File: config.mk
export PLATFORM = sky130hd
export DESIGN_NAME = traffic_light_ctrl
export DESIGN_NICKNAME = d
export VERILOG_FILES = /design/src/rtl/light_pkg.sv /design/src/rtl/phase_timer.sv /design/src/rtl/traffic_light_ctrl.sv
export SDC_FILE = /design/constraint.sdc
export NUM_CORES = 1
export LEC_CHECK = 0
export CAP_MARGIN = 10
export CORE_MARGIN = 1.5
export CORE_UTILIZATION = 45
export CTS_CLUSTER_DIAMETER = 150
export CTS_CLUSTER_SIZE = 10
export DETAILED_ROUTE_END_ITERATION = 12
export HOLD_SLACK_MARGIN = 0.08
export PLACE_DENSITY = 0.79
export SLEW_MARGIN = 0
export SYNTH_ARGS = -nofsm -noshare
export SYNTH_HDL_FRONTEND = slang
export SYNTH_SLANG_ARGS = --single-unit
File: constraint.sdc
create_clock -name clk -period 3.05 [get_ports clk]
set_input_delay 0.915 -clock clk [delete_from_list [all_inputs] [get_ports clk]]
set_output_delay 0.915 -clock clk [all_outputs]
set_load 0.02 [all_outputs]
File: src/rtl/light_pkg.sv
// Shared phase encoding and lamp constants for the two-road crossing.
package light_pkg;

   typedef enum logic [2:0] {
      AR_NS = 3'd0,
      NS_G  = 3'd1,
      NS_Y  = 3'd2,
      AR_EW = 3'd3,
      EW_G  = 3'd4,
      EW_Y  = 3'd5
   } phase_t;

   localparam logic [2:0] RED = 3'b100;
   localparam logic [2:0] YEL = 3'b010;
   localparam logic [2:0] GRN = 3'b001;

endpackage

File: src/rtl/phase_timer.sv
// Per-phase cycle counter: cleared on phase change, saturates at all-ones.
module phase_timer #(
   parameter int CNT_W = 5
) (
   input  logic             clk,
   input  logic             res,
   input  logic             clr,
   output logic [CNT_W-1:0] t
);

   localparam logic [CNT_W-1:0] T_SAT = '1;

   always_ff @(posedge clk or negedge res) begin
      if (!res) begin
         t <= '0;
      end else if (clr) begin
         t <= '0;
      end else if (t != T_SAT) begin
         t <= t + 1'b1;
      end
   end

endmodule

File: src/rtl/traffic_light_ctrl.sv
// Two-road crossing scheduler: alternating greens with min/max length,
// fixed yellow and all-red gap, Moore lamp decode from the phase register.
module traffic_light_ctrl
   import light_pkg::*;
#(
   parameter int GREEN_MIN = 4,
   parameter int GREEN_MAX = 16,
   parameter int YELLOW_T  = 2,
   parameter int ALLRED_T  = 1,
   parameter int CNT_W     = 5
) (
   input  logic       clk,
   input  logic       res,
   input  logic       car_ns,
   input  logic       car_ew,
   output logic [2:0] ns_light,
   output logic [2:0] ew_light,
   output logic [2:0] phase,
   output logic       grant_pulse
);

   localparam logic [CNT_W-1:0] GMIN_T = CNT_W'(GREEN_MIN - 1);
   localparam logic [CNT_W-1:0] GMAX_T = CNT_W'(GREEN_MAX - 1);
   localparam logic [CNT_W-1:0] YEL_T  = CNT_W'(YELLOW_T - 1);
   localparam logic [CNT_W-1:0] AR_T   = CNT_W'(ALLRED_T - 1);

   phase_t           phase_q;
   phase_t           phase_d;
   logic             gp_q;
   logic             gp_d;
   logic             clr;
   logic [CNT_W-1:0] t;

   phase_timer #(
      .CNT_W(CNT_W)
   ) u_timer (
      .clk(clk),
      .res(res),
      .clr(clr),
      .t  (t)
   );

   always_ff @(posedge clk or negedge res) begin
      if (!res) begin
         phase_q <= AR_NS;
         gp_q    <= 1'b0;
      end else begin
         phase_q <= phase_d;
         gp_q    <= gp_d;
      end
   end

   // A green yields only when the other road waits and either its own
   // road is empty or the max-green cap has been reached.
   always_comb begin
      phase_d = phase_q;
      case (phase_q)
         AR_NS: if (t == AR_T) phase_d = NS_G;
         NS_G: begin
            if (t >= GMIN_T && car_ew && (!car_ns || t >= GMAX_T))
               phase_d = NS_Y;
         end
         NS_Y:  if (t == YEL_T) phase_d = AR_EW;
         AR_EW: if (t == AR_T) phase_d = EW_G;
         EW_G: begin
            if (t >= GMIN_T && car_ns && (!car_ew || t >= GMAX_T))
               phase_d = EW_Y;
         end
         EW_Y:  if (t == YEL_T) phase_d = AR_NS;
         default: phase_d = AR_NS;
      endcase
   end

   assign clr  = (phase_d != phase_q);
   assign gp_d = clr && (phase_d == NS_G || phase_d == EW_G);

   always_comb begin
      ns_light = RED;
      ew_light = RED;
      case (phase_q)
         NS_G:    ns_light = GRN;
         NS_Y:    ns_light = YEL;
         EW_G:    ew_light = GRN;
         EW_Y:    ew_light = YEL;
         default: ;
      endcase
   end

   assign phase       = phase_q;
   assign grant_pulse = gp_q;

endmodule
-- Yosys cells after proc, flatten, opt, wreduce, memory -nomap -nowiden
Index checks and enable logic that the tools add are counted.
- flip-flop bits (word level): 9
- input port bits: 4
- output and inout bits: 10
- logic and storage cells: 40
- add/sub/neg operators: 1
- magnitude comparators: 2
- equal/unequal tests: 10
- mux-type cells: 11
- reduce and logical (&&, ||, !) cells: 13
- operator list (kind ; count):
    3-bit two-way mux ; 6
    3-bit one-hot mux with 6 select lines ; 1
    3-bit one-hot mux with 2 select lines ; 2
    5-bit two-way mux ; 2
    3-bit == test, second input constant ; 3
    3-bit by 1-bit == test with 1-bit output, second input constant ; 2
    3-bit by 2-bit == test with 1-bit output, second input constant ; 2
    5-bit by 1-bit adder with 5-bit output, second input constant ; 1
    5-bit by 1-bit == test with 1-bit output, second input constant ; 1
    5-bit by 2-bit greater-or-equal comparator with 1-bit output, second input constant ; 1
    5-bit by 4-bit greater-or-equal comparator with 1-bit output, second input constant ; 1
    1-bit logical AND ; 5
    5-bit zero test ; 1
    5-bit inequality test, second input constant ; 1
    3-bit zero test ; 1
    1-bit logical OR ; 3
    3-bit inequality test ; 1
    1-bit zero test ; 2
    2-bit nonzero test ; 1

-- Depth between registers and ports, before layout
- word-level depth: 8
- depth in mapped cells: 8
- depth with buffers taken out: 8

-- Cells and area by module
A second synthesis with hierarchy kept.
- cells, all modules: 73
- area, all modules: 661.9 sq um
- modules (own cells, without submodules) (module ; times used ; cells an instance ; area an instance (sq um) ; sequential area each (sq um)):
    traffic_light_ctrl ; 1 ; 53 ; 425.4 ; 100.1
    phase_timer ; 1 ; 20 ; 236.5 ; 125.1

-- Least setup slack after synthesis
No wires, ideal clock.
- path type: register to output
- from: register phase_q[2], in the netlist phase[2]
- to: output port ns_light[2]
- data arrival time: 1419 ps
- required time: 2135 ps
- setup slack: 716 ps
- cell stages (with the launch flop): 5
- path buffers: 1
- cells stage by stage: dfrtp_1 -> clkbuf_1 -> nand2b_1 -> nor2_1 -> nor2_1
- cells in the longest elaborated chain, start to end: 2
- elaborated cells between the ends (all ways): 3
- those cells by class: 2 x eq/ne; 1 x mux
- ends and longest elaborated chain (item ; RTL line ; text):
    start, declared ; traffic_light_ctrl.sv:27 ; phase_t phase_q;
    start signal, assigned ; traffic_light_ctrl.sv:48 ; phase_q <= phase_d;
    3-bit by 2-bit == test with 1-bit output / 3-bit by 1-bit == test with 1-bit output (equally long branches) ; traffic_light_ctrl.sv:80 ; case (phase_q)
    3-bit one-hot mux with 2 select lines (*) ; traffic_light_ctrl.sv:80 ;
    end, declared ; traffic_light_ctrl.sv:16 ; output logic [2:0] ns_light,
Mark *: on every way between the ends. The rest lies on a longest branch, timed or not.

-- Worst setup path in the final report
Ends and elaborated chain as after synthesis.

==> impl_metrics.toml <==
[outcome]
outcome = "finished clean"

[synth]
syn_avg_cell_area_um2 = 9.17
synthDistinctLibCells = 31
syn_area_um2 = 669
yosysWarnings = 0
synth_top_area_share_pct = 33.6
yosys_register_bits = 9
synth.net_count = 82
synth_compound_area_share_pct = 13.8
synthTopCellsByArea = "dfrtp_1 (34%), ha_1 (9.3%), nand3_1 (5.2%)"
synth_xor_area_share_pct = 3.93
synthMuxAreaShare_pct = 1.50
synth_top_family_by_area = "simple AND/OR/NAND/NOR gates"
syn-instance-count = 73
seq_area_frac_synth_pct = 33.6
yosys.area.top_type = "dfrtp_1"
synth_adder_area_share_pct = 9.35
synth_simple_gate_area_share_pct = 34.2

[final_layout]
final_net_count = 98
diodes = 0
post-route-util_pct = 61.9
mostFrequentLayoutCell = "clkdlybuf4s50_1"
fillers = 127
area_growth_pct = 24.9
final_cell_mix = "clkdlybuf4s50_1 (13), dfrtp_1 (9), nand3_1 (7), nor2_1 (6)"
drive_above_1_share_pct = 13.6

[floorplanning]
die_area_um2 = 1730
die_h_um = 41.6
core-area_um2 = 1350
start_util_pct = 49.6
pin_count = 14
rows = 13
die_w_um = 41.6

[clocking]
cts_buffers = 3
tritoncts = "yes"
path_clk_slew_ps = 60
root_buffer = "clkbuf_4"
htreeDepth = 1
hold_buffers = 0
clock-sinks = 9
cts.repair.resized = 0
post_cts_buffers = 0
clk_path_buf_depth = 2
clk_latency_ps = 260

[timing]
period_needed_ps = 2710
max-slew-margin-rel_pct = 70.9
finClkSkew_ps = 5.45
fin_tns_setup_ps = 0
period_share_pct = 89.0
slew_viol_final = 0
hold_viol = 0
rsz0062_at_grt = "false"
fmax_ghz = 0.368
setup_violations = 0
max_slew.worst_pin.slew_ps = 437

[worst_setup_path]
required_ps = 2130
rrSetupSlack_ps = 1030
crit_path_cell_trace = "nand2b_1 -> nor2_1 -> nor2_1 -> clkdlybuf4s50_1"
worst_path_largest_cell_delay_ps = 600
worst_setup_path_end_kind = "output port"
timing_worst_setup_path_type = "reg -> out"
crit_fanout = 10
cp.arrival_ps = 1800
worst-path-buf-inv = 1
crit_top_cell = "nor2_1"
setup.worst_path.start_class = "register"
cpMaxStageDelayCell = "clkdlybuf4s50_1"
critical_path.top_delay_family = "buffers and inverters"

[route]
drt_iter0_drc = 14
drt-met1-wl_um = 579
firstDrtPassIters = 4
drt-total-wl_um = 1380
wl_met2_um = 693
viasPerCell = 5.90
wl_per_cell_um = 13.4
wl_met3_um = 108
vias = 608
highest_layer = "met3"
drc_errors = 0
drtAntennaViolNets = 0

[global_routing]
antenna_found_initial = 0
grt-ovfl-total = 0
grt_pass1_vias = 553
grt_max_degree = 13
grt_usage_pct = 18.7
grt_pass1_wl_um = 2510

[pwr]
power_mw = 0.911
power.density_nw_per_um2 = 1090
vdd_drop_max_v = 0.000638
p_leak_nw = 0.377

[place]
numPortBuffers = 13
dp_hpwl_um = 1110
gp_congestion = 0.860

[flow_run]
cap_violations = 0

[worst_hold_path]
hp-class = "reg -> reg"
cells by family after synthesis:
family / count (synthesis)
and+or+nand+nor: 37
AOI/OAI and AO/OA: 12
DFF: 9
buffers and inverters: 6
adders and majority gates: 5
xor gates and xnor gates: 3
muxes: 1
synthesized netlist by cell type:
cell / instances
nand2b_1: 3
nor3_4: 1
a21oi_1: 4
xnor2_1: 2
mux2i_1: 1
nor3b_4: 1
clkbuf_1: 1
and3_1: 1
dfrtp_1: 9
nor2_1: 6
nand4b_1: 1
and4b_1: 1
and2_2: 1
nand2_1: 3
a21o_2: 1
xor2_1: 1
o21ai_1: 1
o21ai_0: 2
a31o_1: 1
nor2b_1: 1
o22ai_1: 1
buf_2: 1
inv_1: 4
a221oi_2: 1
nor3_1: 5
and3_2: 3
ha_1: 5
nand4_1: 2
nand3_1: 7
a21boi_4: 1
nand3b_1: 1
flip-flops by register name (all words and copies together) (netlist names):
| register | flops |
|---|---|
| u_timer.t | 5 |
| phase | 3 |
| grant_pulse | 1 |
worst reg2reg max path: stages (launching register included):
cell and delay, ps:
dfrtp_1 460, ha_1 260, and3_2 230, ha_1 170
nor2_1 130, nand3_1 130, nand4_1 130, nand3_1 200
nor3_1 230
metal layers:
| metal | global-route usage, % | vias to the layer above |
|---|---|---|
| li1 | - | 291 |
| met1 | 22.1 | 285 |
| met2 | 33.1 | 32 |
| met3 | 6.96 | 0 |
| met4 | 1.94 | 0 |
| met5 | 0 | - |
power breakdown:
group | internal [mW] | switching [mW]
clock network | 0.0502 | 0.0386
logic | 0.267 | 0.282
registers | 0.173 | 0.101
cell type report:
type / instances / area (µm²) / area share [%]
clock buffers: 4 / 26.3 / 3.14
inverters: 4 / 15.0 / 1.80
multi-input cells: 58 / 420 / 50.3
flip-flops and latches: 9 / 225 / 26.9
well taps: 15 / 18.8 / 2.25
repair buffers: 13 / 130 / 15.6
worst paths after layout:
kind,from,to,cells after the start
max,phase[2],ns_light[2],4
min,u_timer.t[3],u_timer.t[3],2
max reg2reg,u_timer.t[0],u_timer.t[2],8
min reg2reg,u_timer.t[3],u_timer.t[3],2
max in group asynchronous,res,u_timer.t[2],1
min in group asynchronous,res,phase[2],1
metrics by stage:
| stage | setup WS, ps | cells | area [µm²] | hold slack [ps] |
|---|---|---|---|---|
| CTS | 331 | 103 | 836 | 672 |
| finish | 336 | 103 | 836 | 686 |
| global placement | 637 | 99 | 810 | 662 |
| floorplan | 716 | 73 | 669 | 609 |
| detailed placement | 615 | 99 | 810 | 658 |
| global route | 191 | 103 | 836 | 743 |
(Power assumes the default switching activity.)
